## src/rtl/approx_denormalizer_if.sv

```systemverilog
// Handshake bundle for approx_denormalizer: mantissa/shift request in, expanded result out.
// The master side drives requests and consumes results; the slave side is the engine.
interface approx_denormalizer_if #(
  parameter int unsigned MANT_W = 16,
  parameter int unsigned SH_W   = 5,
  parameter int unsigned RES_W  = 2 * MANT_W
);
  logic              in_valid;
  logic              in_ready;
  logic [MANT_W-1:0] mant;
  logic [SH_W-1:0]   shamt;
  logic              out_valid;
  logic              out_ready;
  logic [RES_W-1:0]  result;
  logic              busy;

  modport master (
    output in_valid,
    input  in_ready,
    output mant,
    output shamt,
    input  out_valid,
    output out_ready,
    input  result,
    input  busy
  );

  modport slave (
    input  in_valid,
    output in_ready,
    input  mant,
    input  shamt,
    output out_valid,
    input  out_ready,
    output result,
    output busy
  );
endinterface

```

## src/rtl/approx_denormalizer.sv

```systemverilog
// Sequential denormalizer: expands {mant, shamt} to ({mant,0} >> shamt), one shift per clock.
// Define APPROX_DENORM_ROUND_EN to round half-up on the final shift.
module approx_denormalizer #(
  parameter int unsigned MANT_W = 16,
  parameter int unsigned SH_W   = 5,
  parameter int unsigned RES_W  = 2 * MANT_W
) (
  input logic                 clk,
  input logic                 rst,
  approx_denormalizer_if.slave bus
);

  typedef enum logic [1:0] {StIdle, StShift, StDone} state_e;

  state_e            state_q, state_d;
  logic [RES_W-1:0]  result_q, result_d;
  logic [SH_W-1:0]   count_q, count_d;
  logic [RES_W-1:0]  shifted;

  assign shifted = result_q >> 1;

  always_comb begin
    state_d  = state_q;
    result_d = result_q;
    count_d  = count_q;
    unique case (state_q)
      StIdle: begin
        if (bus.in_valid) begin
          result_d = {bus.mant, {MANT_W{1'b0}}};
          count_d  = bus.shamt;
          state_d  = (bus.shamt != '0) ? StShift : StDone;
        end
      end
      StShift: begin
        result_d = shifted;
        count_d  = count_q - SH_W'(1);
        if (count_q == SH_W'(1)) begin
          state_d = StDone;
`ifdef APPROX_DENORM_ROUND_EN
          // MSB is already zero after a shift, so the increment cannot wrap.
          result_d = shifted + RES_W'(result_q[0]);
`endif
        end
      end
      StDone: begin
        if (bus.out_ready) state_d = StIdle;
      end
      default: state_d = StIdle;
    endcase
  end

  always_ff @(posedge clk) begin
    if (rst) begin
      state_q  <= StIdle;
      result_q <= '0;
      count_q  <= '0;
    end else begin
      state_q  <= state_d;
      result_q <= result_d;
      count_q  <= count_d;
    end
  end

  assign bus.in_ready  = (state_q == StIdle);
  assign bus.out_valid = (state_q == StDone);
  assign bus.busy      = (state_q != StIdle);
  assign bus.result    = result_q;

endmodule

```

## src/flat_wrapper.sv

```systemverilog
// flat-port wrapper written by rule: the top's interface ports become plain ports
module approx_denormalizer_flat 
#(
  parameter int unsigned MANT_W = 16,
  parameter int unsigned SH_W   = 5,
  parameter int unsigned RES_W  = 2 * MANT_W
)
  (clk, rst, bus_in_valid, bus_in_ready, bus_mant, bus_shamt, bus_out_valid, bus_out_ready, bus_result, bus_busy);
  approx_denormalizer_if #(.MANT_W(MANT_W), .SH_W(SH_W), .RES_W(RES_W)) bus_i ();
  input logic clk;
  input logic rst;
  input wire logic [$bits(bus_i.in_valid)-1:0] bus_in_valid;
  output wire logic [$bits(bus_i.in_ready)-1:0] bus_in_ready;
  input wire logic [$bits(bus_i.mant)-1:0] bus_mant;
  input wire logic [$bits(bus_i.shamt)-1:0] bus_shamt;
  output wire logic [$bits(bus_i.out_valid)-1:0] bus_out_valid;
  input wire logic [$bits(bus_i.out_ready)-1:0] bus_out_ready;
  output wire logic [$bits(bus_i.result)-1:0] bus_result;
  output wire logic [$bits(bus_i.busy)-1:0] bus_busy;
  assign bus_i.in_valid = bus_in_valid;
  assign bus_in_ready = bus_i.in_ready;
  assign bus_i.mant = bus_mant;
  assign bus_i.shamt = bus_shamt;
  assign bus_out_valid = bus_i.out_valid;
  assign bus_i.out_ready = bus_out_ready;
  assign bus_result = bus_i.result;
  assign bus_busy = bus_i.busy;
  approx_denormalizer #(.MANT_W(MANT_W), .SH_W(SH_W), .RES_W(RES_W)) u_core (.clk(clk), .rst(rst), .bus(bus_i));
endmodule
```

## config.mk

```make
export PLATFORM = sky130hd
export DESIGN_NAME = approx_denormalizer_flat
export DESIGN_NICKNAME = d
export VERILOG_FILES = /design/src/rtl/approx_denormalizer_if.sv /design/src/rtl/approx_denormalizer.sv /design/src/flat_wrapper.sv
export SDC_FILE = /design/constraint.sdc
export NUM_CORES = 1
export LEC_CHECK = 0
export CORE_MARGIN = 5
export CORE_UTILIZATION = 44
export CTS_CLUSTER_DIAMETER = 50
export DETAILED_ROUTE_END_ITERATION = 6
export GPL_ROUTABILITY_DRIVEN = 0
export GPL_TIMING_DRIVEN = 1
export HOLD_SLACK_MARGIN = 0.02
export PLACE_DENSITY_LB_ADDON = 0.05
export SLEW_MARGIN = 30
export SYNTH_ARGS = -nofsm -noshare
export SYNTH_HDL_FRONTEND = slang
export SYNTH_SLANG_ARGS = --single-unit
```

## constraint.sdc

```tcl
create_clock -name clk -period 1.74 [get_ports clk]
set_input_delay 0.174 -clock clk [delete_from_list [all_inputs] [get_ports clk]]
set_output_delay 0.174 -clock clk [all_outputs]
set_load 0.02 [all_outputs]
```

==> impl_metrics.tcl <==
set metrics [dict create \
    viasPerCell 5.33 \
    syn_to_final_growth_pct 41.5 \
    syn-num-nets 224 \
    cts_setup_buffers 0 \
    synth_compound_area_frac 0.229 \
    setup-violations-final 0 \
    synth_mux_area_frac 0 \
    cts_buffer_depth 2 \
    fp.dieH_um 72.0 \
    required_ps 1570 \
    core_mm2 0.00369 \
    cts_sinks 39 \
    fp.dieW_um 72.0 \
    totalWireLength_um 3990 \
    yosysWarnings 0 \
    fin_tns_setup_ps 0 \
    ir_drop_mv 1.13 \
    wire_per_inst_um 13.2 \
    power_leakage_nw 0.892 \
    overflow 0 \
    n_antenna_cell 0 \
    synth_top_area_frac 0.461 \
    place_inst 294 \
    p_per_area_mw_per_mm2 1520 \
    drv_slew 0 \
    cts_htree_levels 2 \
    cp.arrival_ps 1490 \
    synth.area.top_cells "dfxtp_1, nor2_1, a311oi_1" \
    min_period_ps 1660 \
    critPathTopFamily "buffers and inverters" \
    netlist_area_mm2 0.00169 \
    drive_gt1_frac 0.0870 \
    critPathBufInv 1 \
    fillerInstances 328 \
    mostFrequentLayoutCells "clkdlybuf4s50_1, nor2_1, dfxtp_1, nand2_1, a22oi_1" \
    io_buffers 59 \
    final-hold-violation-count 0 \
    drcViolationCount 0 \
    rsz0062_at_grt "no" \
    finalPower_w 0.00364 \
    max-slew-margin-rel 0.660 \
    fp.dieArea_mm2 0.00519 \
    synth_xor_xnor_area_share 0 \
    clkLatencyLatePin_ps 280 \
    place_hpwl_um 2940 \
    power.internal_w 0.00221 \
    seq_area_frac_synth 0.461 \
    grt_pass1_wl_um 6860 \
    slowest_delay_ps 640 \
    clockPowerShare 0.162 \
    drtPass1Iterations 4 \
    numCtsBuffers 5 \
    syn_area_per_cell_um2 8.59 \
    synth-adder-area-share 0.0148 \
    rows 22 \
    seqPwrFrac 0.350 \
    hp-class "in2reg" \
    cts_root_buf "clkbuf_8" \
    final_area_mm2 0.00240 \
    p_comb_frac 0.488 \
    pin_count 60 \
    status "finished, final reports clean" \
    start_util 0.459 \
    grt_pass1_vias 1512 \
    path_class "reg2out" \
    nNetsFinal 280 \
    netlist_instances 197 \
    skew_ps 1.86 \
    antenna_found_initial 0 \
    final_common_cell "clkdlybuf4s50_1" \
    first_iter_violations 88 \
    grt_use_total 0.164 \
    swShare 0.394 \
    ys_ff_latch 39 \
    startpoint_type "flop" \
    critPathSlowestCell "clkdlybuf4s50_1" \
    layout.cells.non_filler 301 \
    dpl_cell_area_mm2 0.00231 \
    grt_max_degree 38 \
    p_sw_w 0.00143 \
    fmax_mhz 602 \
    end_kind "output pin" \
    critPathMaxFanout 9 \
    cts_tree "done" \
    synth_cell_types 31 \
    drtAntennaViolNets 0 \
    worstPathCellList "nor2_1 -> clkdlybuf4s50_1" \
    synth_top_family_by_area "compound AO/OA/AOI/OAI gates" \
    min_period_over_period 0.955 \
    vias 1603 \
    tightestPinTransition_ps 509 \
    cap_violations 0 \
    path_clk_slew_ps 70 \
    yosys.area_share.simple 0.214 \
    synth_top_cell_by_area "dfxtp_1" \
]
-- per-stage QoR --
| step | setup slack (ps) | utilization | hold WS, ps |
|---|---|---|---|
| after CTS | 0.346 | 0.649 | 468 |
| final | 78.4 | 0.650 | 472 |
| after global placement | 204 | 0.626 | 465 |
| after detailed placement | 168 | 0.626 | 469 |
| after global routing | 5.00 | 0.650 | 472 |
| after floorplan | 496 | - | 336 |
-- per-layer routing --
| layer | share of wire | track usage |
|---|---|---|
| met1 | 0.48 | 0.218 |
| met3 | 0.066 | 0.0540 |
| met5 | 0 | 0 |
| met4 | 0.012 | 0.0501 |
| met2 | 0.44 | 0.254 |
-- repair_timing --
action | CTS | global route
hold buffers | 0 | 0
setup endpoints to repair | 1 | 2
cloned | 0 | 0
gates resized for setup | 1 | 1
-- power by group through the flow --
stage | registers, W | logic, W | clock network, W
after floorplan | 0.00142 | 0.00108 | 0
after global placement | 0.00128 | 0.00175 | 0
after detailed placement | 0.00129 | 0.00179 | 0
after CTS | 0.00127 | 0.00179 | 0.000611
after global routing | 0.00130 | 0.00195 | 0.000659
final | 0.00128 | 0.00178 | 0.000590
-- worst reg2reg max path: stages (launching register included) --
cell and delay (ps):
dfxtp_1 370, buf_4 190, nand2b_1 160, buf_4 240, nand2_1 80, a311oi_1 280
-- cell type report --
cell class	count	area [um^2]	area share
Tap cell	48	60.1	0.0251
Clock inverter	1	5.00	0.00209
Timing Repair Buffer	67	674	0.281
Multi-Input combinational cell	136	777	0.324
Sequential cell	39	782	0.326
Inverter	4	15.0	0.00627
Clock buffer	6	82.6	0.0345
-- registers in the layout (all words and copies together) (netlist names) --
| register | cells |
|---|---|
| u_core.bus.result | 32 |
| u_core.count_q | 5 |
| u_core.state_q | 2 |
-- cell families (layout without fill, tap and decap cells) --
kind of cell | count (synthesis) | count (layout)
simple gates | 85 | 85
compound gates | 49 | 49
flops | 39 | 39
buf+inv | 22 | 78
fa+ha+maj | 2 | 2
-- path summary, 6_finish.rpt --
path / start / endpoint / slack [ps] / depth (start not counted)
setup / recovery: u_core.state_q[1] / bus_in_ready / 80 / 2
hold / removal: bus_mant[9] / u_core.bus.result[25] / 470 / 3
setup reg to reg: u_core.state_q[0] / u_core.bus.result[22] / 340 / 5
hold reg to reg: u_core.count_q[1] / u_core.count_q[1] / 470 / 2
-- synth_stat cells (all sizes together) --
| cell type | count |
|---|---|
| inv | 4 |
| o21bai | 2 |
| dfxtp | 39 |
| or3b | 2 |
| o211ai | 1 |
| o21ba | 1 |
| a311oi | 15 |
| nand4 | 1 |
| nor3b | 1 |
| a22oi | 16 |
| nor2b | 2 |
| nand2 | 31 |
| nand2b | 3 |
| nor3 | 4 |
| a211oi | 3 |
| a21oi | 3 |
| or4 | 1 |
| buf | 15 |
| nand3b | 1 |
| clkbuf | 3 |
| a31o | 3 |
| nor2 | 38 |
| a32oi | 1 |
| nand3 | 1 |
| ha | 2 |
| a211o | 1 |
| a32o | 1 |
| o22ai | 2 |
(Power assumes the default switching activity.)
